### src/rtl/key_debounce_if.sv
// Purpose: bundles the raw button input with the debounced level and event pulses.
// Latency: none, wiring only.
// Backpressure: none; the pulses are fire-and-forget single-cycle events.
//
// Signals:
//   key_n       raw button, low = pressed, asynchronous to the clock
//   key_state   debounced level, 1 = pressed
//   key_press   one-cycle pulse on an accepted press
//   key_release one-cycle pulse on an accepted release
//   key_long    one-cycle pulse once per press after the hold time
// master = debouncer side, slave = button source / pulse consumer side.
interface key_debounce_if;
   logic key_n;
   logic key_state;
   logic key_press;
   logic key_release;
   logic key_long;

   modport master (
      input  key_n,
      output key_state,
      output key_press,
      output key_release,
      output key_long
   );

   modport slave (
      output key_n,
      input  key_state,
      input  key_press,
      input  key_release,
      input  key_long
   );
endinterface

### src/rtl/key_debounce.sv
// Purpose: debounces one active-low push-button into a clean level plus press/release/long-press pulses.
// Latency: press/release pulse CNT_DEBOUNCE+3 edges after the first edge sampling the new level; long pulse CNT_LONG+1 edges after press.
// Backpressure: none; pulses are single-cycle and are not held for a consumer.
//
// Ports:
//   clk    system clock (12 MHz), all logic on posedge
//   rst_n  asynchronous active-low reset
//   bus    key_debounce_if.master: key_n in; key_state, key_press, key_release, key_long out
module key_debounce #(
   parameter int CNT_DEBOUNCE = 240_000 - 1,
   parameter int CNT_LONG     = 12_000_000 - 1,
   parameter int DB_W         = 18,
   parameter int LONG_W       = 24
) (
   input  logic             clk,
   input  logic             rst_n,
   key_debounce_if.master   bus
);

   typedef enum logic [1:0] {
      IDLE      = 2'd0,
      PRESS_FLT = 2'd1,
      DOWN      = 2'd2,
      REL_FLT   = 2'd3
   } state_t;

   // The cycle in which IDLE/DOWN first sees the new level is itself the
   // first of the CNT_DEBOUNCE+1 stable samples, so the filter state only
   // needs to see CNT_DEBOUNCE more. That puts acceptance on edge
   // CNT_DEBOUNCE+3 counted from the first edge sampling key_n.
   // CNT_DEBOUNCE must therefore be at least 1.
   localparam logic [DB_W-1:0]   DB_LAST   = DB_W'(CNT_DEBOUNCE - 1);
   localparam logic [LONG_W-1:0] HOLD_LAST = LONG_W'(CNT_LONG);

   // Two-flop synchronizer, idles high (released).
   logic r_sync1;
   logic r_key_s;

   state_t            r_state,       w_state_nxt;
   logic [DB_W-1:0]   r_db_cnt,      w_db_cnt_nxt;
   logic [LONG_W-1:0] r_hold_cnt,    w_hold_cnt_nxt;
   logic              r_long_done,   w_long_done_nxt;
   logic              r_key_state,   w_key_state_nxt;
   logic              r_key_press,   w_key_press_nxt;
   logic              r_key_release, w_key_release_nxt;
   logic              r_key_long,    w_key_long_nxt;

   always_ff @(posedge clk or negedge rst_n) begin
      if (!rst_n) begin
         r_sync1 <= 1'b1;
         r_key_s <= 1'b1;
      end else begin
         r_sync1 <= bus.key_n;
         r_key_s <= r_sync1;
      end
   end

   always_ff @(posedge clk or negedge rst_n) begin
      if (!rst_n) begin
         r_state       <= IDLE;
         r_db_cnt      <= '0;
         r_hold_cnt    <= '0;
         r_long_done   <= 1'b0;
         r_key_state   <= 1'b0;
         r_key_press   <= 1'b0;
         r_key_release <= 1'b0;
         r_key_long    <= 1'b0;
      end else begin
         r_state       <= w_state_nxt;
         r_db_cnt      <= w_db_cnt_nxt;
         r_hold_cnt    <= w_hold_cnt_nxt;
         r_long_done   <= w_long_done_nxt;
         r_key_state   <= w_key_state_nxt;
         r_key_press   <= w_key_press_nxt;
         r_key_release <= w_key_release_nxt;
         r_key_long    <= w_key_long_nxt;
      end
   end

   always_comb begin
      w_state_nxt       = r_state;
      w_db_cnt_nxt      = r_db_cnt;
      w_hold_cnt_nxt    = r_hold_cnt;
      w_long_done_nxt   = r_long_done;
      w_key_state_nxt   = r_key_state;
      w_key_press_nxt   = 1'b0;
      w_key_release_nxt = 1'b0;
      w_key_long_nxt    = 1'b0;

      case (r_state)
         IDLE: begin
            if (!r_key_s) begin
               w_state_nxt  = PRESS_FLT;
               w_db_cnt_nxt = '0;
            end
         end

         PRESS_FLT: begin
            if (r_key_s) begin
               w_state_nxt = IDLE;
            end else if (r_db_cnt == DB_LAST) begin
               w_state_nxt     = DOWN;
               w_key_state_nxt = 1'b1;
               w_key_press_nxt = 1'b1;
               w_hold_cnt_nxt  = '0;
               w_long_done_nxt = 1'b0;
            end else begin
               w_db_cnt_nxt = r_db_cnt + DB_W'(1);
            end
         end

         DOWN: begin
            if (r_key_s) begin
               w_state_nxt  = REL_FLT;
               w_db_cnt_nxt = '0;
            end else if (!r_long_done) begin
               // Counter parks at CNT_LONG; the done flag keeps the pulse
               // from repeating while it sits there.
               if (r_hold_cnt == HOLD_LAST) begin
                  w_key_long_nxt  = 1'b1;
                  w_long_done_nxt = 1'b1;
               end else begin
                  w_hold_cnt_nxt = r_hold_cnt + LONG_W'(1);
               end
            end
         end

         REL_FLT: begin
            // hold_cnt is left untouched here so a rejected release bounce
            // only pauses the long-press timer.
            if (!r_key_s) begin
               w_state_nxt = DOWN;
            end else if (r_db_cnt == DB_LAST) begin
               w_state_nxt       = IDLE;
               w_key_state_nxt   = 1'b0;
               w_key_release_nxt = 1'b1;
            end else begin
               w_db_cnt_nxt = r_db_cnt + DB_W'(1);
            end
         end

         default: begin
            w_state_nxt = IDLE;
         end
      endcase
   end

   assign bus.key_state   = r_key_state;
   assign bus.key_press   = r_key_press;
   assign bus.key_release = r_key_release;
   assign bus.key_long    = r_key_long;

endmodule

### src/flat_wrapper.sv
// flat-port wrapper written by rule: the top's interface ports become plain ports
module key_debounce_flat 
#(
   parameter int CNT_DEBOUNCE = 240_000 - 1,
   parameter int CNT_LONG     = 12_000_000 - 1,
   parameter int DB_W         = 18,
   parameter int LONG_W       = 24
)
  (clk, rst_n, bus_key_n, bus_key_state, bus_key_press, bus_key_release, bus_key_long);
  key_debounce_if bus_i ();
  input  logic clk;
  input  logic rst_n;
  input wire logic [$bits(bus_i.key_n)-1:0] bus_key_n;
  output wire logic [$bits(bus_i.key_state)-1:0] bus_key_state;
  output wire logic [$bits(bus_i.key_press)-1:0] bus_key_press;
  output wire logic [$bits(bus_i.key_release)-1:0] bus_key_release;
  output wire logic [$bits(bus_i.key_long)-1:0] bus_key_long;
  assign bus_i.key_n = bus_key_n;
  assign bus_key_state = bus_i.key_state;
  assign bus_key_press = bus_i.key_press;
  assign bus_key_release = bus_i.key_release;
  assign bus_key_long = bus_i.key_long;
  key_debounce #(.CNT_DEBOUNCE(CNT_DEBOUNCE), .CNT_LONG(CNT_LONG), .DB_W(DB_W), .LONG_W(LONG_W)) u_core (.clk(clk), .rst_n(rst_n), .bus(bus_i));
endmodule
### config.mk
export PLATFORM = sky130hd
export DESIGN_NAME = key_debounce_flat
export DESIGN_NICKNAME = d
export VERILOG_FILES = /design/src/rtl/key_debounce_if.sv /design/src/rtl/key_debounce.sv /design/src/flat_wrapper.sv
export SDC_FILE = /design/constraint.sdc
export NUM_CORES = 1
export LEC_CHECK = 0
export BUFFER_PORTS_ARGS = -buffer_cell sky130_fd_sc_hd__clkbuf_2
export CORE_AREA = 10 10 89 107
export DETAILED_ROUTE_END_ITERATION = 7
export DIE_AREA = 0 0 99 117
export PLACE_DENSITY = 0.58
export SYNTH_ARGS = -nofsm -noshare
export SYNTH_HDL_FRONTEND = slang
export SYNTH_SLANG_ARGS = --single-unit
### constraint.sdc
create_clock -name clk -period 5.1 [get_ports clk]
set_input_delay 0.765 -clock clk [delete_from_list [all_inputs] [get_ports clk]]
set_output_delay 0.765 -clock clk [all_outputs]
set_load 0.02 [all_outputs]
==> metrics.txt, run 1 <==
drt total wl=a little under 7000 um; fillcell total=around 730; hold buffers post-CTS=0; Min Hold Slack=around 0.36 ns; worst setup path start=u_core.r_state[0]; Slew headroom=0.265; post-synthesis sequential area ratio=0.442; Finish-stage setup viols=0; fin crit period=2.91 ns; width of the die=about 99 um; total CTS buffers=5; CP max FO=30; number of global-route vias before repair=roughly 2,300; # Post-CTS Setup Buffers=0; R2R setup slack=2.19 ns; detailed-route wire length per cell=~16 um; share of power burned in registers=0.564; Startpoint Class=register; Distinct cells, synth=56; worst-case clock buffer depth=2; element type at the critical path end=register; Top Ports=7; routability cong.=0.800; antenna viol nets, final=0; post-route setup TNS=0 ns; Root Driver=clkbuf_8; Nets=between 300 and 400; combinational power share=0.046; Overall Global Routing Usage=0.118; Die Ht=between 100 and 150 um; first-pass GRT wire length=between 10,000 and 15,000 um; Final Hold Violating Endpoints=0; Internal Power=0.572 mW; Ant. Diodes=0; DP HPWL=4630 um; Worst Path Arrival=slightly above 3 ns; H-tree Lvls=2; fin util=0.415; initial detailed-routing violation count=107; worst hold path startpoint=u_core.r_sync1; Final period util=0.570; Crit Path Class=reg -> reg; layout cells sized above 1=0.0932; Mapped Area=just under 3000 um^2; skew final=approximately 0.014 ns; Hold Path Class=reg -> reg; CORE AREA=~7500 um^2; run status=complete, no violations; worst r2r src=u_core.r_state[0]; fmax=around 340 MHz; number of cell rows=35; ys async rst share=1.00; dominant cells by area after synthesis=dfrtp_1 (42%), nand2_1 (4.7%), nor2_1 (3.6%); Cell Area, Placed=around 3000 um^2; Final Cell Area=slightly above 3000 um^2; Clock power frac=0.390; initial antenna violation count=0; Via density=5.84; Net Sw Frac=0.243; Pleak=around 1.2 nW; Yosys top cell area share=0.424; capturing point of the worst reg2reg path=u_core.r_hold_cnt[7]; WHS Path Cells=0; DR vias=about 2,400; router iterations before antenna repair=4; number of flops mapped to enable cells by yosys=0; WP data required=about 5.3 ns; grt total ovfl=0; Hold EP=u_core.r_key_s; Yosys warning count=0; Initial Util=0.386; Power Density=approximately 240 nW/um^2; die area=about 12,000 um^2; pre-CTS setup slack=2.22 ns; R2R cell count=6; IO Port Bufs=6; Primary FF master, synth=dfrtp_1; largest net degree at the start of global routing=52; DRC Markers=0; Yosys reg bits=51; Synth Area per Inst=approximately 9.0 um^2; Area Growth Syn to Fin=7.31%; Max Cap Viol=0; clock-pin slew on the worst setup and hold paths=approximately 0.10 ns; Gate Count Post-Synth=~320; Worst-Skew Late Latency=approximately 0.31 ns; RSZ-0062 raised after global routing=false; CTS resizes=0; Switch Pwr=0.184 mW; CTS Sinks=51; post-route setup slack=approximately 2.2 ns; dominant cell type by area after synthesis=dfrtp_1; Worst Tran Pin Value=around 1.1 ns; Syn Nets=approximately 330; peak supply drop=between 0.15 and 0.2 mV; CTS tree=built; max-slew violations=0
[stage by stage]
step / cells / total power, mW
floorplan: 323 / 0.452
global placement: 406 / 0.469
detailed placement: 406 / 0.470
CTS: 414 / 0.770
global route: 414 / 0.791
finish: 414 / 0.756
[sequential cells by signal, indices dropped and copies added (netlist names), named ones only]
register	count
u_core.bus.key_long	1
u_core.bus.key_press	1
u_core.bus.key_release	1
u_core.bus.key_state	1
u_core.r_db_cnt	18
u_core.r_hold_cnt	24
u_core.r_key_s	1
u_core.r_long_done	1
u_core.r_state	1
u_core.r_sync1	1
[cell usage after synthesis, types with 8 or more instances]
| cell type | number |
|---|---|
| dfrtp_1 | 49 |
| nand2_1 | 36 |
| nor2_1 | 28 |
| nand3_1 | 19 |
| a21oi_1 | 18 |
| a31oi_1 | 15 |
| o21ai_0 | 13 |
| clkbuf_1 | 12 |
| nor3_1 | 12 |
| nand4_1 | 11 |
| inv_1 | 10 |
| and3_1 | 9 |
| nor4_1 | 9 |
| a41oi_1 | 8 |
[power groups by stage]
stage / Sequential, mW / Clock (mW) / Combinational, mW
after global routing: 0.429 / 0.321 / 0.0411
after floorplan: 0.429 / 0 / 0.0224
after CTS: 0.426 / 0.307 / 0.0359
final: 0.427 / 0.295 / 0.0344
after global placement: 0.434 / 0 / 0.0354
after detailed placement: 0.434 / 0 / 0.0359
[critical path: stages (launching register included)]
cell and delay [ns]:
dfrtp_1 0.49, inv_1 0.35, nand2_1 0.35, a2111oi_2 0.42, buf_4 0.35, or2_1 0.60, a31oi_1 0.18
[metal layers]
metal | track usage | routed length, um
met1 | 0.141 | 3110
met2 | 0.211 | 3430
met3 | 0.0200 | 140
met4 | 0.0335 | 100
met5 | 0 | 0
[cell usage in the layout (no fill, tap or decap), types with 3 or more instances in the layout]
cell	netlist	final
a41oi_1	8	8
o21ai_0	13	13
ha_1	3	3
and3_1	9	9
or3_1	5	5
nor2_1	28	28
o21a_1	4	4
mux2i_1	7	7
buf_4	0	3
nor4_1	9	9
nand2_1	36	36
nor3_1	12	12
xnor2_1	4	4
dfrtp_1	49	49
nand3_1	19	19
a21oi_1	18	18
clkbuf_2	0	6
nand4_1	11	11
inv_1	10	10
clkbuf_8	0	5
a31oi_1	15	15
[worst max path at each step]
stage / end / slack [ns]
finish: u_core.r_hold_cnt[7] / 2.19
global route: u_core.r_hold_cnt[7] / 1.96
CTS: u_core.r_hold_cnt[7] / 2.18
detailed placement: u_core.r_hold_cnt[3] / 2.22
global placement: u_core.r_hold_cnt[18] / 2.32
floorplan: u_core.r_hold_cnt[5] / 2.94
[layout make-up]
| class | instances | area, um^2 | area share |
|---|---|---|---|
| multi-input cells | 244 | 1500 | 0.484 |
| inverters | 10 | 37.5 | 0.0121 |
| well taps | 92 | 115 | 0.0371 |
| flip-flops and latches | 51 | 1280 | 0.412 |
| repair buffers | 9 | 52.6 | 0.0169 |
| clock buffers | 5 | 68.8 | 0.0222 |
| clock inverters | 3 | 47.5 | 0.0153 |
[cells by family after synthesis]
| kind of cell | count (synthesis) | synth area share |
|---|---|---|
| adders and majority gates | 3 | 0.0130 |
| and+or+nand+nor | 148 | 0.270 |
| xor gates and xnor gates | 5 | 0.0151 |
| AOI/OAI and AO/OA | 79 | 0.186 |
| buffers and inverters | 28 | 0.0424 |
| DFF | 51 | 0.442 |
| muxes | 9 | 0.0320 |
(Power assumes the default switching activity.)
==> run 2: changes to the inputs <==
Clock period 5.1 ns to 2.9 ns, I/O delays scaled along.
==> metrics.txt, run 2 (synthesis results as in run 1) <==
run status=complete, no violations; RSZ-0062 raised after global routing=false; routability cong.=0.800 (about the same); clock-pin slew on the worst setup and hold paths=0.10 ns (about the same); worst-case clock buffer depth=2 (unchanged); drt total wl=6730 um (-0.68%); Die Ht=117 um (unchanged); Largest register FFs=24 (unchanged); grt total ovfl=0 (unchanged); number of cell rows=35 (unchanged); Initial Util=0.386 (unchanged); Final period util=0.908 (+0.338); total CTS buffers=5 (unchanged); largest registers=u_core.r_hold_cnt: 24 flops, u_core.r_db_cnt: 18 flops; die area=11,600 um^2 (unchanged); CP cell instances=or4_4, nor4_4, a2111oi_2, buf_4, or2_1, a31oi_1; first-pass GRT wire length=11,600 um (+0.72%); Worst Tran Pin Value=0.813 ns (-0.287 ns); Power Density=443 nW/um^2 (+82%); IO Port Bufs=6 (unchanged); Overall Global Routing Usage=0.119 (+0.000846); max-slew violations=0 (unchanged); Final Power=1.40 mW (+86%); Root Driver=clkbuf_8; width of the die=99 um (unchanged); Via density=5.86 (+0.41%); CTS tree=built; peak supply drop=0.282 mV (+84%); leading cell type in the layout, fill and taps excluded=dfrtp_1; fin util=0.423 (+0.00869); CP max FO=30 (unchanged); largest net degree at the start of global routing=52 (unchanged); critical path's largest stage delay=0.57 ns (-0.03 ns); Top Ports=7 (unchanged); Worst Path Arrival=2.86 ns (-0.20 ns); Ant. Diodes=0 (unchanged); largest register by flop count=u_core.r_hold_cnt; post-route setup slack=0.267 ns (-1.93 ns); R2R setup slack=0.27 ns (-1.93 ns); slowest cell on the critical path=or4_4; Nets=333 (+1.8%); H-tree Lvls=2 (unchanged); Worst-Skew Late Latency=0.30 ns (about the same); DR vias=2,461 (+1.9%); post-route setup TNS=0 ns (unchanged); Area Growth Syn to Fin=9.56%; CORE AREA=7490 um^2 (unchanged); CTS resizes=0 (unchanged); most frequent cells in the layout=dfrtp_1 (49), nand2_1 (36), nor2_1 (28), nand3_1 (19), a21oi_1 (18); initial antenna violation count=0 (unchanged); layout cells sized above 1=0.110 (+0.0166); DP HPWL=4680 um (+1.2%); skew final=0.00551 ns (-0.00858 ns); Max Cap Viol=0 (unchanged); hold buffers post-CTS=0 (unchanged); Final Hold Violating Endpoints=0 (unchanged); detailed-route wire length per cell=16.0 um (-2.1%); Hold Path Class=in -> reg; Crit Path Class=reg -> reg; antenna viol nets, final=0 (unchanged); CTS Sinks=51 (unchanged); number of global-route vias before repair=2,511 (+7.9%); Startpoint Class=register; Pleak=1.25 nW (+2.8%); router iterations before antenna repair=6 (+2); element type at the critical path end=register; initial detailed-routing violation count=126 (+18%); fin crit period=2.63 ns (-0.273 ns); DRC Markers=0 (unchanged); fmax=380 MHz (+10%); Finish-stage setup viols=0 (unchanged); # Post-CTS Setup Buffers=0 (unchanged); Slew headroom=0.453 (+0.188); pre-CTS setup slack=0.270 ns (-1.95 ns); WP data required=3.12 ns (-2.14 ns)
## run 2: routing by layer
metal / up-vias / GRT usage / part of all wire
met3: 8 / 0.0194 / 0.023
li1: 1221 / - / -
met4: 0 / 0.0421 / 0.016
met2: 40 / 0.222 / 0.52
met1: 1192 / 0.132 / 0.44
met5: - / 0 / 0
## run 2: stage by stage
step	hold slack (ns)	cell area, um^2	cells
2_1_floorplan	0.139	2890	323
3_3_place_gp	0.346	3030	412
3_5_place_dp	0.349	3030	412
4_1_cts	0.187	3170	420
5_1_grt	0.182	3170	420
6_report	0.202	3170	420
## run 2: report_power, final
| group | internal (mW) | switching [mW] |
|---|---|---|
| clock | 0.344 | 0.246 |
| combinational | 0.0208 | 0.0423 |
| sequential | 0.725 | 0.0256 |
| total | 1.09 | 0.314 |
## run 2: worst max-delay path, delay by kind of cell (launching register included)
kind	cells	cell delay [ns]
buffers and inverters	1	0.26
AOI/OAI and AO/OA	2	0.38
and+or+nand+nor	3	1.44
DFF	1	0.47
## run 2: path summary, 6_finish.rpt
check / from / end / cells past startpoint
hold / removal: bus_key_n / u_core.r_sync1 / 1
setup reg to reg: u_core.r_hold_cnt[15] / u_core.r_hold_cnt[7] / 6
setup / recovery: u_core.r_hold_cnt[15] / u_core.r_hold_cnt[7] / 6
max in group asynchronous: rst_n / u_core.r_hold_cnt[16] / 2
hold reg to reg: u_core.r_sync1 / u_core.r_key_s / 0
min in group asynchronous: rst_n / u_core.r_hold_cnt[6] / 2
## run 2: final cells by class
class / instances / area (um^2)
tap: 92 / 115
clock buffer: 5 / 68.8
sequential: 51 / 1280
inverter: 10 / 37.5
timing repair buffer: 15 / 97.6
clock inverter: 3 / 67.6
fill: 723 / 4320
multi-input combinational: 244 / 1500
==> run 3: changes to the inputs <==
Settings changed: PLACE_DENSITY 0.58 to 0.53.
==> metrics.txt, run 3 (synthesis results as in run 1) <==
Pleak=1.26 nW (+0.70%); post-route setup TNS=0 ns (unchanged); RSZ-0062 raised after global routing=false; Hold Path Class=in -> async; largest register by flop count=u_core.r_hold_cnt; CP max FO=16 (-47%); Crit Path Class=reg -> reg; DP HPWL=5080 um (+8.5%); Final Hold Violating Endpoints=0 (unchanged); initial detailed-routing violation count=74 (-41%); Root Driver=clkbuf_8; width of the die=99 um (unchanged); Finish-stage setup viols=0 (unchanged); worst-case clock buffer depth=2 (unchanged); Overall Global Routing Usage=0.126 (+0.00692); worst r2r src=u_core.r_hold_cnt[15]; Post-Layout Cell Count=425 (+1.2%); die area=11,600 um^2 (unchanged); Startpoint Class=register; Worst Tran Pin Value=0.681 ns (-0.132 ns); WP data required=3.13 ns (about the same); Area Growth Syn to Fin=9.52% (about the same); fillcell total=732 (+1.2%); CTS resizes=0 (unchanged); CTS Sinks=51 (unchanged); grt total ovfl=0 (unchanged); Multi-input gate area=1500 um^2 (unchanged); initial antenna violation count=0 (unchanged); # Post-CTS Setup Buffers=0 (unchanged); detailed-route wire length per cell=16.6 um (+3.9%); capturing point of the worst reg2reg path=u_core.r_hold_cnt[18]; R2R setup slack=0.51 ns (+0.24 ns); number of global-route vias before repair=2,391 (-4.8%); Worst Path Arrival=2.62 ns (-0.24 ns); largest registers=u_core.r_hold_cnt: 24 flops, u_core.r_db_cnt: 18 flops; Ant. Diodes=0 (unchanged); Power Density=387 nW/um^2 (-13%); peak supply drop=0.201 mV (-29%); routability cong.=0.803 (+0.43%); Slew headroom=0.546 (+0.0928); Via density=5.82 (-0.65%); Max Cap Viol=0 (unchanged); H-tree Lvls=2 (unchanged); fin util=0.423 (about the same); fin crit period=2.39 ns (-0.242 ns); router iterations before antenna repair=4 (-2); Min Hold Slack=0.128 ns (-0.0739 ns); Top Ports=7 (unchanged); R2R cell count=5 (-1); number of cell rows=35 (unchanged); DRC Markers=0 (unchanged); Largest register FFs=24 (unchanged); layout cells sized above 1=0.120 (+0.0104); run status=complete, no violations; placed cell count=417 (+1.2%); worst setup path start=u_core.r_hold_cnt[15]; most frequent cells in the layout=dfrtp_1 (49), nand2_1 (36), nor2_1 (28), nand3_1 (19), a21oi_1 (18); CORE AREA=7490 um^2 (unchanged); largest net degree at the start of global routing=30 (-42%); CTS tree=built; Final period util=0.824 (-0.0835); drt total wl=7070 um (+5.2%); IO Port Bufs=6 (unchanged); fmax=418 MHz (+10%); skew final=0.00922 ns (+0.00372 ns); Initial Util=0.386 (unchanged); Worst-Skew Late Latency=0.30 ns (about the same); total CTS buffers=5 (unchanged); leading cell type in the layout, fill and taps excluded=dfrtp_1; hold buffers post-CTS=0 (unchanged); max-slew violations=0 (unchanged); Nets=338 (+1.5%); element type at the critical path end=register; first-pass GRT wire length=12,100 um (+3.6%); Die Ht=117 um (unchanged); antenna viol nets, final=0 (unchanged); clock-pin slew on the worst setup and hold paths=0.10 ns (about the same); DR vias=2,474 (+0.53%); register area=1280 um^2 (unchanged)
[run 3: changes by cell type in the layout (fill, tap and decap cells not counted), sizes merged]
cell,previous run,this run
clkinv,0,1
clkbuf,11,12
bufinv,2,0
buf,9,14
[run 3: how the worst max path moves through the flow]
stage                                       end  slack, ns  depth (start not counted)
after floorplan            u_core.r_hold_cnt[6]       0.74                          8
after global placement     u_core.r_hold_cnt[7]       0.56                          5
after detailed placement  u_core.r_hold_cnt[18]       0.50                          7
after CTS                 u_core.r_hold_cnt[18]       0.48                          5
after global routing      u_core.r_hold_cnt[18]       0.30                          7
final                     u_core.r_hold_cnt[18]       0.51                          5
[run 3: worst max-delay path, cell delays in order (launching register included)]
cell and delay, ns:
dfrtp_1 0.47, or4_4 0.57, nor4_4 0.36, a2111oi_2 0.14, or2_1 0.50, a31oi_1 0.27
[run 3: layout make-up]
| class | instances | area share |
|---|---|---|
| clock buffer | 6 | 0.0229 |
| clock inverter | 2 | 0.00395 |
| inverter | 10 | 0.0118 |
| multi-input combinational | 244 | 0.475 |
| sequential | 51 | 0.404 |
| tap | 92 | 0.0363 |
| timing repair buffer | 20 | 0.0466 |
[run 3: power by group]
part	total, mW	internal [mW]	switching [mW]	leakage, nW
clock	0.410	0.169	0.241	0.0412
sequential	0.749	0.725	0.0244	0.701
combinational	0.0674	0.0226	0.0448	0.516
total	1.23	0.917	0.310	1.26
[run 3: stage by stage]
stage / total power, mW / worst slack [ns] / area, um^2
CTS: 1.25 / 0.482 / 3170
global route: 1.29 / 0.302 / 3170
finish: 1.23 / 0.509 / 3170
floorplan: 0.794 / 0.737 / 2890
global placement: 0.831 / 0.563 / 3080
detailed placement: 0.833 / 0.498 / 3080
[run 3: metal layers]
metal / wire [um] / global-route usage / vias up
met3: 128 / 0.0194 / 12
li1: - / - / 1232
met4: 116 / 0.0469 / 0
met5: 0 / 0 / -
met1: 3070 / 0.137 / 1204
met2: 3760 / 0.237 / 26
